==> src/rtl/alu_job_sequencer.sv <==
// alu_job_sequencer: one-at-a-time ALU job scheduler with tournament clear/accumulate wait and held response
module alu_job_sequencer #(
  parameter int W = 8,
  parameter int FW = 12,
  parameter int TOUR_CYCLES = 4
) (
  input  logic          clk,
  input  logic          reset,
  input  logic          req_valid,
  output logic          req_ready,
  input  logic [3:0]    req_op,
  input  logic [W-1:0]  req_a,
  input  logic [W-1:0]  req_b,
  output logic [3:0]    alu_ctrl,
  output logic [W-1:0]  alu_a,
  output logic [W-1:0]  alu_b,
  output logic [2:0]    tour_clr,
  input  logic [W-1:0]  alu_s,
  input  logic [FW-1:0] alu_flags,
  output logic          res_valid,
  input  logic          res_ready,
  output logic [W-1:0]  res_data,
  output logic [FW-1:0] res_flags,
  output logic [3:0]    res_op,
  output logic [7:0]    job_count
);
  typedef enum logic [2:0] {IDLE, EXEC, CLEAR, ACCUM, RESP} state_t;
  state_t state, state_nxt;
  logic [3:0] cnt;
  logic cap;
  always_ff @(posedge clk)
    state <= !reset ? IDLE : state_nxt;
  always_comb
    state_nxt = state == IDLE  ? (req_valid ? (req_op >= 4'd13 ? CLEAR : EXEC) : IDLE) :
                state == EXEC  ? RESP :
                state == CLEAR ? ACCUM :
                state == ACCUM ? (cnt == 4'd1 ? RESP : ACCUM) :
                res_ready      ? IDLE : RESP;
  always_comb begin
    req_ready = state == IDLE && reset;
    res_valid = state == RESP;
    tour_clr  = state == CLEAR ? {alu_ctrl == 4'd15, alu_ctrl == 4'd14, alu_ctrl == 4'd13} : 3'b000;
  end
  // capture on the single EXEC cycle, or on the last accumulate cycle of a tournament op
  assign cap = state == EXEC || (state == ACCUM && cnt == 4'd1);
  always_ff @(posedge clk) begin
    if (!reset) begin
      alu_ctrl  <= '0;
      alu_a     <= '0;
      alu_b     <= '0;
      res_data  <= '0;
      res_flags <= '0;
      res_op    <= '0;
      job_count <= '0;
      cnt       <= '0;
    end else begin
      if (state == IDLE && req_valid) begin
        alu_ctrl <= req_op;
        alu_a    <= req_a;
        alu_b    <= req_b;
      end
      if (cap) begin
        res_data  <= alu_s;
        res_flags <= alu_flags;
        res_op    <= alu_ctrl;
      end
      cnt <= state == CLEAR ? 4'(TOUR_CYCLES) : cnt - 4'd1;
      if (res_valid && res_ready) job_count <= job_count + 8'd1;
    end
  end
endmodule

==> config.mk <==
export PLATFORM = sky130hd
export DESIGN_NAME = alu_job_sequencer
export DESIGN_NICKNAME = d
export VERILOG_FILES = /design/src/rtl/alu_job_sequencer.sv
export SDC_FILE = /design/constraint.sdc
export NUM_CORES = 1
export LEC_CHECK = 0
export CORE_MARGIN = 5
export CORE_UTILIZATION = 38
export CTS_CLUSTER_SIZE = 14
export DETAILED_ROUTE_END_ITERATION = 10
export PLACE_DENSITY_LB_ADDON = 0.2
export SYNTH_ARGS = -nofsm -noshare
export SYNTH_HDL_FRONTEND = slang
export SYNTH_SLANG_ARGS = --single-unit
==> constraint.sdc <==
create_clock -name clk -period 1.4 [get_ports clk]
set_input_delay 0.21 -clock clk [delete_from_list [all_inputs] [get_ports clk]]
set_output_delay 0.21 -clock clk [all_outputs]
set_load 0.1 [all_outputs]
==> flow_summary_export.csv <==
group,metric,value,unit
grt,grt_overflow_total,0,
die,die_area,7863,um^2
sta,max_slew_margin,67.95,%
min_path,min_from,"req_a[4]",
placed_design,hpwl,4802,um
sta,fin_crit,1.716,ns
synth,ys_seq_area_share,50.21,%
die,die_h,88.68,um
die,initial_utilization,39.50,%
finish,syn2layout_area_growth,105.0,%
clocking,cts_tree,"yes",
grt,grt_pass1_vias,2364,
status,failed_checks,"negative setup slack",
die,placementRows,28,
power_and_ir_drop,vdd_ir_drop_max,0.0008063,V
synth,yosysTopAreaCell,"dfxtp_1",
die,io_pins,101,
worst_setup_path,endpoint_kind,"output pin",
worst_setup_path,worstRegToRegCells,8,
clocking,insertion_delay,0.33,ns
placed_design,port_buffers,100,
power_and_ir_drop,p_leak,1.839,nW
detailed_routing,wire_per_inst,15.89,um
finish,drive_gt1_share,40.73,%
clocking,root_buffer,"clkbuf_8",
sta,finalCritPeriodShare,122.6,%
detailed_routing,drc,0,
detailed_routing,vias,2438,
grt,grt_start_max_net_pins,53,
synth,synth.top_cell.area_share,50.21,%
clocking,max-clock-path-buffers,2,
sta,fin_ws,-0.3163,ns
power_and_ir_drop,power_density,1058,nW/um^2
clocking,cts.sinks,59,
clocking,cts-buffers-inserted,9,
synth,synthTopCellsByArea,"dfxtp_1 50%, nand2_1 15%, mux2i_1 11%",
worst_setup_path,regToRegSetupSlack,-0.28,ns
synth,ys_warn_count,0,
placed_design,place.gp.congestion,0.7628,
finish,finalNetCount,452,
finish,antennaDiodeCount,0,
worst_setup_path,worstSetupStartpointType,"flip-flop",
worst_setup_path,r2r-end,"state[0]$_SDFF_PN0_",
min_path,min_path_cells,3,
clocking,holdBufCountCts,0,
min_path,min_to,"alu_a[4]$_SDFFE_PN0P_",
detailed_routing,highest_layer,"met4",
worst_setup_path,critPathLaunch,"state[2]$_SDFF_PP0_",
worst_setup_path,r2r_start,"state[2]$_SDFF_PP0_",
worst_setup_path,critPathArrivalTime,1.51,ns
synth,mappedNetlistArea,2352,um^2
finish,design_area,4822,um^2
clocking,clk_pin_slew,0.07,ns
die,coreArea,5956,um^2
detailed_routing,drtIter0Drc,57,
synth,syn-num-nets,324,
detailed_routing,viasPerCell,5.027,
placed_design,place_area,4248,um^2
detailed_routing,first_pass_iters,4,
grt,grt_use_total,19.10,%
synth,syn_inst,277,
detailed_routing,routed_wl,7709,um
finish,utilization,80.97,%
grt,grt_antenna_before_repair,0,
synth,ys_ff_latch,59,
synth,synth.distinct_cells,31,
worst_setup_path,cp.required,1.19,ns
die,die_x,88.68,um
detailed_routing,ant_nets,0,
run,drv_cap,0,
worst_setup_path,path_class,"reg -> out",
worst_setup_path,crit_fanout,2,
sta,finalMaxSlewViolations,0,
sta,max_freq,582.6,MHz
detailed_routing,wl_met1,2973,um
detailed_routing,dr_wl_met3,751,um
sta,hold_violations,0,
detailed_routing,met2_length,3782,um
sta,rsz0062_at_grt,"true",
sta,holdWs,0.4192,ns
synth,syn_area_per_cell,8.492,um^2
power_and_ir_drop,p_total,5.102,mW
sta,finalSetupViolCount,42,
min_path,hold_path_class,"in -> reg",
sta,finClkSkew,0.008266,ns
status,status,"finished with violations",
sta,worst_pin_slew,0.4808,ns
grt,grt_pass1_wl,11540,um
clocking,htree_levels,3,
## cell type report
cell class | count | area, um^2
Fill cell | 357 | 1134
Sequential cell | 59 | 1234
Multi-Input combinational cell | 193 | 1336
Clock buffer | 11 | 152.6
Inverter | 8 | 30.03
Tap cell | 75 | 93.84
Timing Repair Buffer | 134 | 1949
Clock inverter | 5 | 26.28
## registers in the layout, indices dropped and copies added, names as in the netlist
name,cells
res_flags,12
alu_a,8
alu_b,8
job_count,8
res_data,8
alu_ctrl,4
cnt,4
res_op,4
state,3
## stage by stage
step,setup TNS [ns],cells,setup slack (ns)
floorplan,-1.204,277,-0.3372
global placement,-5.428,454,-0.2228
detailed placement,-7.180,454,-0.3296
CTS,-5.902,480,-0.3326
global route,-10.27,485,-0.4048
finish,-6.954,485,-0.3163
## what timing repair did
| action | 4_1_cts | 5_1_grt |
|---|---|---|
| pin swaps | 13 | 9 |
| cloned | 4 | 2 |
| setup buffers | 6 | 3 |
| gates resized for setup | 26 | 31 |
| setup endpoints to repair | 44 | 58 |
## kinds of logic after synthesis
group / Yosys count / share of synthesized area (%)
AOI/OAI and AO/OA: 36 / 8.457
xor gates and xnor gates: 3 / 1.117
buffers and inverters: 25 / 4.521
and+or+nand+nor: 125 / 23.03
DFF: 59 / 50.21
muxes: 26 / 11.06
adders and majority gates: 3 / 1.596
## where the power goes
part | switching, mW | internal, mW
combinational | 1.03 | 0.764
sequential | 0.144 | 1.78
clock | 0.645 | 0.734
total | 1.82 | 3.28
## cells in the final DEF, fill, tap and decap left out, types with 3 or more instances in the layout
master           instances
nand2_2                  9
mux2i_1                 24
dfxtp_4                 13
inv_1                    6
nand3_1                  3
nor2_1                   8
o21ai_0                  3
nand2_1                 82
buf_6                   10
clkbuf_8                 9
clkdlybuf4s50_1         42
a21oi_1                 16
a21oi_2                 11
clkinv_2                 3
dfxtp_1                 43
buf_4                   18
dfxtp_2                  3
buf_12                  59
## worst max-delay path, cell delays in order (launching register included)
cell     delay (ns)
dfxtp_4        0.36
nor3b_4        0.22
buf_4          0.16
nand3_4        0.08
nor3_4         0.15
buf_12         0.20
## Yosys cell counts, drive strengths merged
master and number:
nand3 5, nand2b 2, xnor2 1, nor3b 2, o21ai 3, o21a 1
clkbuf 11, nor4 2, mux2i 26, xor2 2, nand2 91, nor4b 1
o211ai 1, buf 6, a21oi 27, nor2 10, nor3 3, o31ai 2
nand4bb 1, or2 1, inv 8, or4 2, ha 3, dfxtp 59
or4b 1, o211a 1, or3 3, nand4 1, a211o 1
## worst max path at each step
stage / end / slack [ns] / depth (start not counted)
2_1_floorplan: tour_clr[1] / -0.34 / 3
3_3_place_gp: job_count[5]$_SDFFE_PN0P_ / -0.22 / 4
3_5_place_dp: job_count[3]$_SDFFE_PN0P_ / -0.33 / 5
4_1_cts: tour_clr[0] / -0.33 / 4
5_1_grt: tour_clr[2] / -0.40 / 4
6_report: tour_clr[1] / -0.32 / 5
## metal layers
layer	up-vias	global-route usage, %
li1	1178	-
met1	1146	21.53
met2	94	31.65
met3	20	7.635
met4	0	8.654
met5	-	0
Power figures use the tool's default switching activity.
